--- src/rtl/mem_arbiter_pkg.sv ---
// Shared encodings for the CPU/backing-memory arbiter.
// Imported by mem_arbiter and grant_streak.
package mem_arbiter_pkg;

  localparam int XLEN = 32;

  typedef enum logic [1:0] {
    IDLE,
    REQ,
    RD_WAIT
  } state_t;

  typedef enum logic {
    OWN_I,
    OWN_D
  } owner_t;

  typedef struct packed {
    logic            write;
    logic [XLEN-1:0] addr;
    logic [XLEN-1:0] wdata;
    logic [XLEN-1:0] wmask;
  } cmd_t;

endpackage

--- src/rtl/grant_streak.sv ---
// Counts back-to-back data grants while a fetch waits and
// forces one fetch grant once the streak limit is reached.
module grant_streak
  import mem_arbiter_pkg::*;
#(
  parameter int MAX_D_STREAK = 4
) (
  input  logic clk,
  input  logic rst_n,
  input  logic d_grant,
  input  logic i_grant,
  input  logic i_start,
  output logic force_i
);

  localparam int W = $clog2(MAX_D_STREAK + 2);
  localparam logic [W-1:0] LIMIT = W'(MAX_D_STREAK);
  localparam logic [W-1:0] ONE = W'(1);

  logic [W-1:0] streak;

  always_ff @(posedge clk or negedge rst_n) begin
    if (!rst_n) begin
      streak <= '0;
    end else if (i_grant) begin
      streak <= '0;
    end else if (d_grant) begin
      if (!i_start) begin
        streak <= '0;
      end else if (streak != LIMIT) begin
        streak <= streak + ONE;
      end
    end
  end

  assign force_i = (streak == LIMIT);

endmodule

--- src/rtl/mem_arbiter.sv ---
// Two-client arbiter serialising fetch and data requests
// onto a single backend memory port.
module mem_arbiter
  import mem_arbiter_pkg::*;
#(
  parameter int MAX_D_STREAK = 4
) (
  input  logic        clk,
  input  logic        rst_n,
  input  logic        i_start,
  output logic        i_ready,
  input  logic [31:0] i_addr,
  output logic [31:0] i_rdata,
  output logic        i_valid,
  input  logic        i_flush,
  input  logic        d_start,
  input  logic        d_write,
  output logic        d_ready,
  input  logic [31:0] d_addr,
  input  logic [31:0] d_wdata,
  input  logic [31:0] d_wmask,
  output logic [31:0] d_rdata,
  output logic        d_valid,
  output logic        m_start,
  output logic        m_write,
  input  logic        m_ready,
  output logic [31:0] m_addr,
  output logic [31:0] m_wdata,
  output logic [31:0] m_wmask,
  input  logic [31:0] m_rdata,
  input  logic        m_valid
);

  state_t state;
  owner_t owner;
  cmd_t   cmd;
  logic   flush_pending;
  logic   force_i;
  logic   i_acc;
  logic   d_acc;
  logic   m_hs;
  logic   capture;
  logic   i_drop;

  assign d_ready = (state == IDLE) && !force_i;
  assign i_ready = (state == IDLE) && (!d_start || force_i);
  assign i_acc   = i_start && i_ready;
  assign d_acc   = d_start && d_ready;

  assign m_hs    = (state == REQ) && m_ready;
  assign capture = m_valid &&
                   ((m_hs && !cmd.write) || (state == RD_WAIT));
  // a flush in the delivery cycle itself must also drop the fetch
  assign i_drop  = flush_pending || i_flush;

  assign m_write = cmd.write;
  assign m_addr  = cmd.addr;
  assign m_wdata = cmd.wdata;
  assign m_wmask = cmd.wmask;

  grant_streak #(
    .MAX_D_STREAK(MAX_D_STREAK)
  ) u_streak (
    .clk     (clk),
    .rst_n   (rst_n),
    .d_grant (d_acc),
    .i_grant (i_acc),
    .i_start (i_start),
    .force_i (force_i)
  );

  always_ff @(posedge clk or negedge rst_n) begin
    if (!rst_n) begin
      state         <= IDLE;
      owner         <= OWN_I;
      cmd           <= '0;
      flush_pending <= 1'b0;
      m_start       <= 1'b0;
      i_rdata       <= '0;
      d_rdata       <= '0;
      i_valid       <= 1'b0;
      d_valid       <= 1'b0;
    end else begin
      i_valid <= 1'b0;
      d_valid <= 1'b0;
      unique case (state)
        IDLE: begin
          flush_pending <= 1'b0;
          if (d_acc) begin
            owner     <= OWN_D;
            cmd.write <= d_write;
            cmd.addr  <= d_addr;
            cmd.wdata <= d_wdata;
            cmd.wmask <= d_wmask;
            m_start   <= 1'b1;
            state     <= REQ;
          end else if (i_acc) begin
            owner     <= OWN_I;
            cmd.write <= 1'b0;
            cmd.addr  <= i_addr;
            cmd.wdata <= '0;
            cmd.wmask <= '0;
            m_start   <= 1'b1;
            state     <= REQ;
          end
        end
        REQ, RD_WAIT: begin
          if (owner == OWN_I && i_flush) begin
            flush_pending <= 1'b1;
          end
          if (m_hs) begin
            m_start <= 1'b0;
          end
          if (capture) begin
            if (owner == OWN_D) begin
              d_rdata <= m_rdata;
              d_valid <= 1'b1;
            end else if (!i_drop) begin
              i_rdata <= m_rdata;
              i_valid <= 1'b1;
            end
            flush_pending <= 1'b0;
            state         <= IDLE;
          end else if (m_hs) begin
            if (cmd.write) begin
              flush_pending <= 1'b0;
              state         <= IDLE;
            end else begin
              state <= RD_WAIT;
            end
          end
        end
        default: begin
          state <= IDLE;
        end
      endcase
    end
  end

endmodule
--- config.mk ---
export PLATFORM = sky130hd
export DESIGN_NAME = mem_arbiter
export DESIGN_NICKNAME = d
export VERILOG_FILES = /design/src/rtl/mem_arbiter_pkg.sv /design/src/rtl/grant_streak.sv /design/src/rtl/mem_arbiter.sv
export SDC_FILE = /design/constraint.sdc
export NUM_CORES = 1
export LEC_CHECK = 0
export BUFFER_PORTS_ARGS = -buffer_cell sky130_fd_sc_hd__buf_2
export CAP_MARGIN = 20
export CORE_MARGIN = 2
export CORE_UTILIZATION = 36
export CTS_CLUSTER_SIZE = 12
export DETAILED_ROUTE_END_ITERATION = 8
export PLACE_DENSITY = 0.72
export SYNTH_ARGS = -nofsm -noshare
export SYNTH_HDL_FRONTEND = slang
export SYNTH_SLANG_ARGS = --single-unit
export TNS_END_PERCENT = 30
--- constraint.sdc ---
create_clock -name clk -period 1.92 [get_ports clk]
set_clock_uncertainty 0.2 [all_clocks]
set_input_delay 0.384 -clock clk [delete_from_list [all_inputs] [get_ports clk]]
set_output_delay 0.384 -clock clk [all_outputs]
set_load 0.05 [all_outputs]
Word level (Yosys, flattened, before mapping)
Cells that the tools add are included.

Flip-flop bits (word level): 171. Output and inout bits: 166. Bits of input ports: 168. Word-level logic and storage cells: 78.

Equal/unequal tests: 8. Add/subtract/negate cells: 1. Reduce and logical (&&, ||, !) cells: 24. Bitwise logic cells: 2. Multiplexer cells: 30.

Operators by type and width (count): 2-to-1 mux 97 bit (2); 2-to-1 mux 1 bit (16); 2-to-1 mux 3 bit (4); 2-to-1 mux 2 bit (5); inequality test 3 bit, second input constant (3); logical AND 1 bit (8); AND reduction 2 bit (3); AND reduction 3 bit (2); one-hot mux 1 bit (2 select lines) (2); one-hot mux 2 bit (2 select lines) (1); AND reduction 4 bit (1); nonzero test 2 bit (2); adder 3 x 1 -> 3 bit, second input constant (1); == test 3 bit, second input constant (1); logical NOT 1 bit (3); logical OR 1 bit (3); inequality test 3 x 1 -> 1 bit, second input constant (1); == test 2 x 1 -> 1 bit, second input constant (1); == test 2 bit, second input constant (1); logical NOT 2 bit (1); inequality test 2 bit, second input constant (1); inverter 1 bit (2); OR reduction 2 bit (1).

Logic depth before layout (Yosys ltp)
Depth after elaboration: 7. Gate-level depth with buffers: 8. Gate-level depth less buffers: 6.

Cells and area by module
Synthesis repeated with hierarchy kept, for this count alone.

Cell total of the unflattened synthesis: 449. Area, all modules: 6829.0 µm².

By module, submodules not included: mem_arbiter (seq. area each 4204.0 µm², area each 6645.1 µm², cells an instance 429, instances 1); grant_streak (seq. area each 75.1 µm², area each 183.9 µm², cells an instance 20, instances 1).

Least setup slack after synthesis
OpenSTA, ideal clock, no wires.

Path kind: register -> register. Start point: register u_streak.streak[0]. End point: register cmd (netlist bit m_addr[10]). Buffers on the path: 2. Required time: 1.585 ns. Slack: -0.321 ns. Data arrival time: 1.906 ns. Clock period less this slack: 2.241 ns. Cell stages (with the launch flop): 9. Library setup time: 0.135 ns. Cells stage by stage: dfrtp_1 > inv_1 > ha_1 > a21boi_2 > and2_4 > buf_6 > buf_8 > mux2i_1 > o21ai_0.

Longest elaborated chain between the ends: 6. Elaborated cells between the ends (all ways): 10. Those cells by class: 1 x eq/ne; 1 x mux; 8 x reduce/logical.

RTL lines: start, declared (RTL line grant_streak.sv:20) `logic [W-1:0] streak;`; start signal, assigned (RTL line grant_streak.sv:31) `streak <= streak + ONE;`; == test 3 bit * (RTL line grant_streak.sv:36) `assign force_i = (streak == LIMIT);`; logical NOT 1 bit * (RTL line mem_arbiter.sv:45) `assign d_ready = (state == IDLE) && !force_i;`; logical AND 1 bit * (RTL line mem_arbiter.sv:45); via d_ready (RTL line mem_arbiter.sv:18) `output logic d_ready,`; logical AND 1 bit * (RTL line mem_arbiter.sv:48) `assign d_acc = d_start && d_ready;`; nonzero test 2 bit (no line); AND reduction 2 bit (no line); end, declared (RTL line mem_arbiter.sv:36) `cmd_t cmd;`.

The timed path passes the listed nets; every way through them passes the cells marked *. A chain may end at the register's enable or synchronous reset.

Final worst setup path
Start point: register u_streak.streak[1]. End point: output i_ready.

Longest elaborated chain between the ends: 3.

RTL lines: == test 3 bit (RTL line grant_streak.sv:36); logical OR 1 bit (RTL line mem_arbiter.sv:46) `assign i_ready = (state == IDLE) && (!d_start || force_i);`; logical AND 1 bit (RTL line mem_arbiter.sv:46); end, declared (RTL line mem_arbiter.sv:11) `output logic i_ready,`.

No other way between the ends.

==> results.toml <==
[worst_setup_path]
path_cells = "inv_2, ha_4, a21bo_2, and2_4, buf_8"
crit_fanout = 4
cp-end-kind = "output port"
crit_slowest_cell = "dfrtp_1"
cp_data_required_time_ns = 1.34
cp.buffers_inverters = 2
worstSetupStartpointType = "register"
critPathMaxStageDelay_ns = 0.38
worstPathArrival_ns = 1.52
r2r_slack_ns = -0.16
critPathKind = "reg2out"
crit_family = "flip-flops"

[layout]
final_nets = 1115
design_area_um2 = 11000
area_delta_synth_final_pct = 57.1
nFillCells = 1531
layout-drive-gt1-share_pct = 53.0
final_cells = 1217
final_core_util_pct = 58.1

[pwr]
pwr-share-clk_pct = 16.7
ir_worst_vdd_uv = 1090
p_leak_uw = 0.00578
power_frac_comb_pct = 55.2
intPower_uw = 11000
netSwitchingPower_uw = 10200
p_seq_share_pct = 28.1
finalPower_uw = 21200
switching_share_pct = 48.1
p_per_area_nw_per_um2 = 1940

[floorplan]
num_io_pins = 334
start_util_pct = 37.0
die_height_um = 143
num_rows = 50
die_area_um2 = 20500
die_x_um = 143
core_area_um2 = 18900

[yosys]
synth_top_area_cell = "dfrtp_1"
yosysTopAreaCellShare_pct = 61.3
synth_area_leaders = "dfrtp_1 (61%), a22o_1 (8.3%), mux2_4 (7.3%)"
synth_edf_count = 0
ys_seq_area_share_pct = 61.3
ys_async_sr_fraction_pct = 100
netlist_area_um2 = 6990
yosys_warnings = 0
synthCells = 481
avgSynthCellArea_um2 = 14.5
ys_ff_latch = 171
synthesis.nets = 655
synthFlopType = "dfrtp_1"
synth_cell_type_count = 38

[sta]
period_needed_ns = 2.10
fmax_ghz = 0.476
maxSlewViolCount = 0
fin_crit_sh_pct = 109
rsz0062_at_grt = "yes"
tightest_slew_ns = 0.405
final-setup-viol-count = 101
relSlewSlack_pct = 73.0
finalHoldViolations = 0
worst_slack_ns = -0.182

[route]
route.detailed.drc = 0
drtAntennaViolNets = 0
wire_per_inst_um = 16.6
drt_iter0_drc = 173
dr.pass1.iters = 6
vias = 5707
drt_wl_total_um = 20300
drt-vias-per-instance = 4.69

[placement]
gp_congestion = 0.762
dp.cells = 1072
dpl_worst_slack_ns = -0.0445
dpl_cell_area_um2 = 9080
portBuffers = 333
dpl.hpwl_um = 13200

[cts]
tritoncts = "yes"
clkSlewWorstSetupHoldPaths_ns = 0.06
htreeDepth = 4
clock_latency_ns = 0.41
cts-root-buf = "clkbuf_16"
cts_inserted_buffers = 17
max-clock-path-buffers = 2
clock_sinks = 171

[min_path]
min_path_type = "in2reg"

[global_route]
overflow = 0
grt_start_max_net_pins = 63
grt_pass1_wl_um = 30500
grt_pass1_vias = 5907
antenna_found_initial = 2
grt_use_total_pct = 19.3

[outcome]
outcome = "finished with violations"
violations = "negative setup slack"

[job]
drv_cap = 0
==> synthesized netlist by cell type, types with 2 or more instances <==
cell	instances
a21boi_2	2
a21oi_1	2
a22o_1	66
and2_1	2
buf_2	8
buf_4	4
buf_6	12
buf_8	2
clkbuf_1	4
dfrtp_1	171
ha_1	6
inv_1	6
mux2_2	31
mux2_4	34
mux2i_1	30
nand2_1	34
nand4_4	2
nor2_1	8
nor3b_1	2
o21a_1	2
o21ai_0	21
o21ai_1	14
o22a_1	2
o22ai_1	2
==> cells by family (layout without fill, tap and decap cells) <==
kind of cell | after synthesis | in the layout | synth area share (%)
other | 0 | 4 | 0
buffers and inverters | 38 | 510 | 4.24
adders and majority gates | 6 | 6 | 1.07
AOI/OAI and AO/OA | 118 | 118 | 13.0
and+or+nand+nor | 53 | 53 | 3.82
muxes | 95 | 95 | 16.6
DFF | 171 | 171 | 61.3
==> state kept, by name, indices dropped and copies added, names as in the netlist <==
| register | count |
|---|---|
| d_rdata | 32 |
| d_valid | 1 |
| flush_pending | 1 |
| i_rdata | 32 |
| i_valid | 1 |
| m_addr | 32 |
| m_start | 1 |
| m_wdata | 32 |
| m_wmask | 32 |
| m_write | 1 |
| owner | 1 |
| state | 2 |
| u_streak.streak | 3 |
==> path summary, 6_finish.rpt <==
check / start / to / depth (start not counted)
min in group asynchronous: rst_n / d_rdata[13] / 2
min: m_rdata[4] / i_rdata[4] / 2
min reg2reg: m_addr[5] / m_addr[5] / 2
max in group asynchronous: rst_n / m_wdata[17] / 3
max: u_streak.streak[1] / i_ready / 5
max reg2reg: state[1] / i_rdata[12] / 10
==> what timing repair did <==
action,4_1_cts,5_1_grt
pin swaps,5,2
cloned,5,2
endpoints found under the setup margin,67,164
endpoints found under the hold margin,124,0
resized for setup,25,22
hold buffers,84,0
buffers inserted,14,7
==> stage by stage <==
step | hold WS (ns) | TNS (ns)
after global placement | 0.133 | 0
after CTS | 0.0000734 | -6.55
after floorplan | -0.112 | -5.47
after detailed placement | 0.130 | -0.475
after global routing | 0.00546 | -18.15
final | 0.0208 | -5.86
==> cells in the final DEF (no fill, tap or decap), drive strengths merged, types with 3 or more instances in the layout <==
cell type,n
nor2,8
dfrtp,171
mux2,65
o21ai,36
clkinvlp,3
inv,9
dlygate4sd3,84
ha,6
and2,3
buf,384
a22o,66
mux2i,30
clkinv,3
bufinv,3
diode,4
nand2,35
clkbuf,23
==> worst reg2reg max path: stages (launching register included) <==
cell      delay (ns)
dfrtp_1         0.39
inv_2           0.10
buf_6           0.11
ha_4            0.13
nand2_4         0.06
o21bai_4        0.13
buf_6           0.12
nand4_4         0.11
buf_12          0.18
buf_16          0.15
mux2_4          0.30
==> layout make-up <==
type	instances	area (µm²)	area share, %
sequential	171	4280	39.0
tap	260	325	2.96
inverter	6	22.5	0.205
clock inverter	12	163	1.48
clock buffer	19	443	4.04
antenna	4	10.0	0.0912
timing repair buffer	473	3260	29.7
multi-input combinational	272	2480	22.6
==> power groups by stage <==
stage | Clock (µW) | Sequential [µW] | Combinational [µW]
after global routing | 3790 | 6140 | 12300
after floorplan | 0 | 11000 | 3240
after CTS | 3610 | 5940 | 11600
after global placement | 0 | 5950 | 10800
after detailed placement | 0 | 5960 | 11000
final | 3540 | 5980 | 11700
==> routing by layer <==
layer / global-route usage [%] / vias to the layer above / routed length, µm
li1: - / 2672 / -
met1: 22.0 / 2768 / 8220
met2: 35.0 / 248 / 10400
met3: 5.06 / 19 / 1300
met4: 6.76 / 0 / 311
met5: 0 / - / 0
No activity file was read; power rests on OpenSTA's default activity.
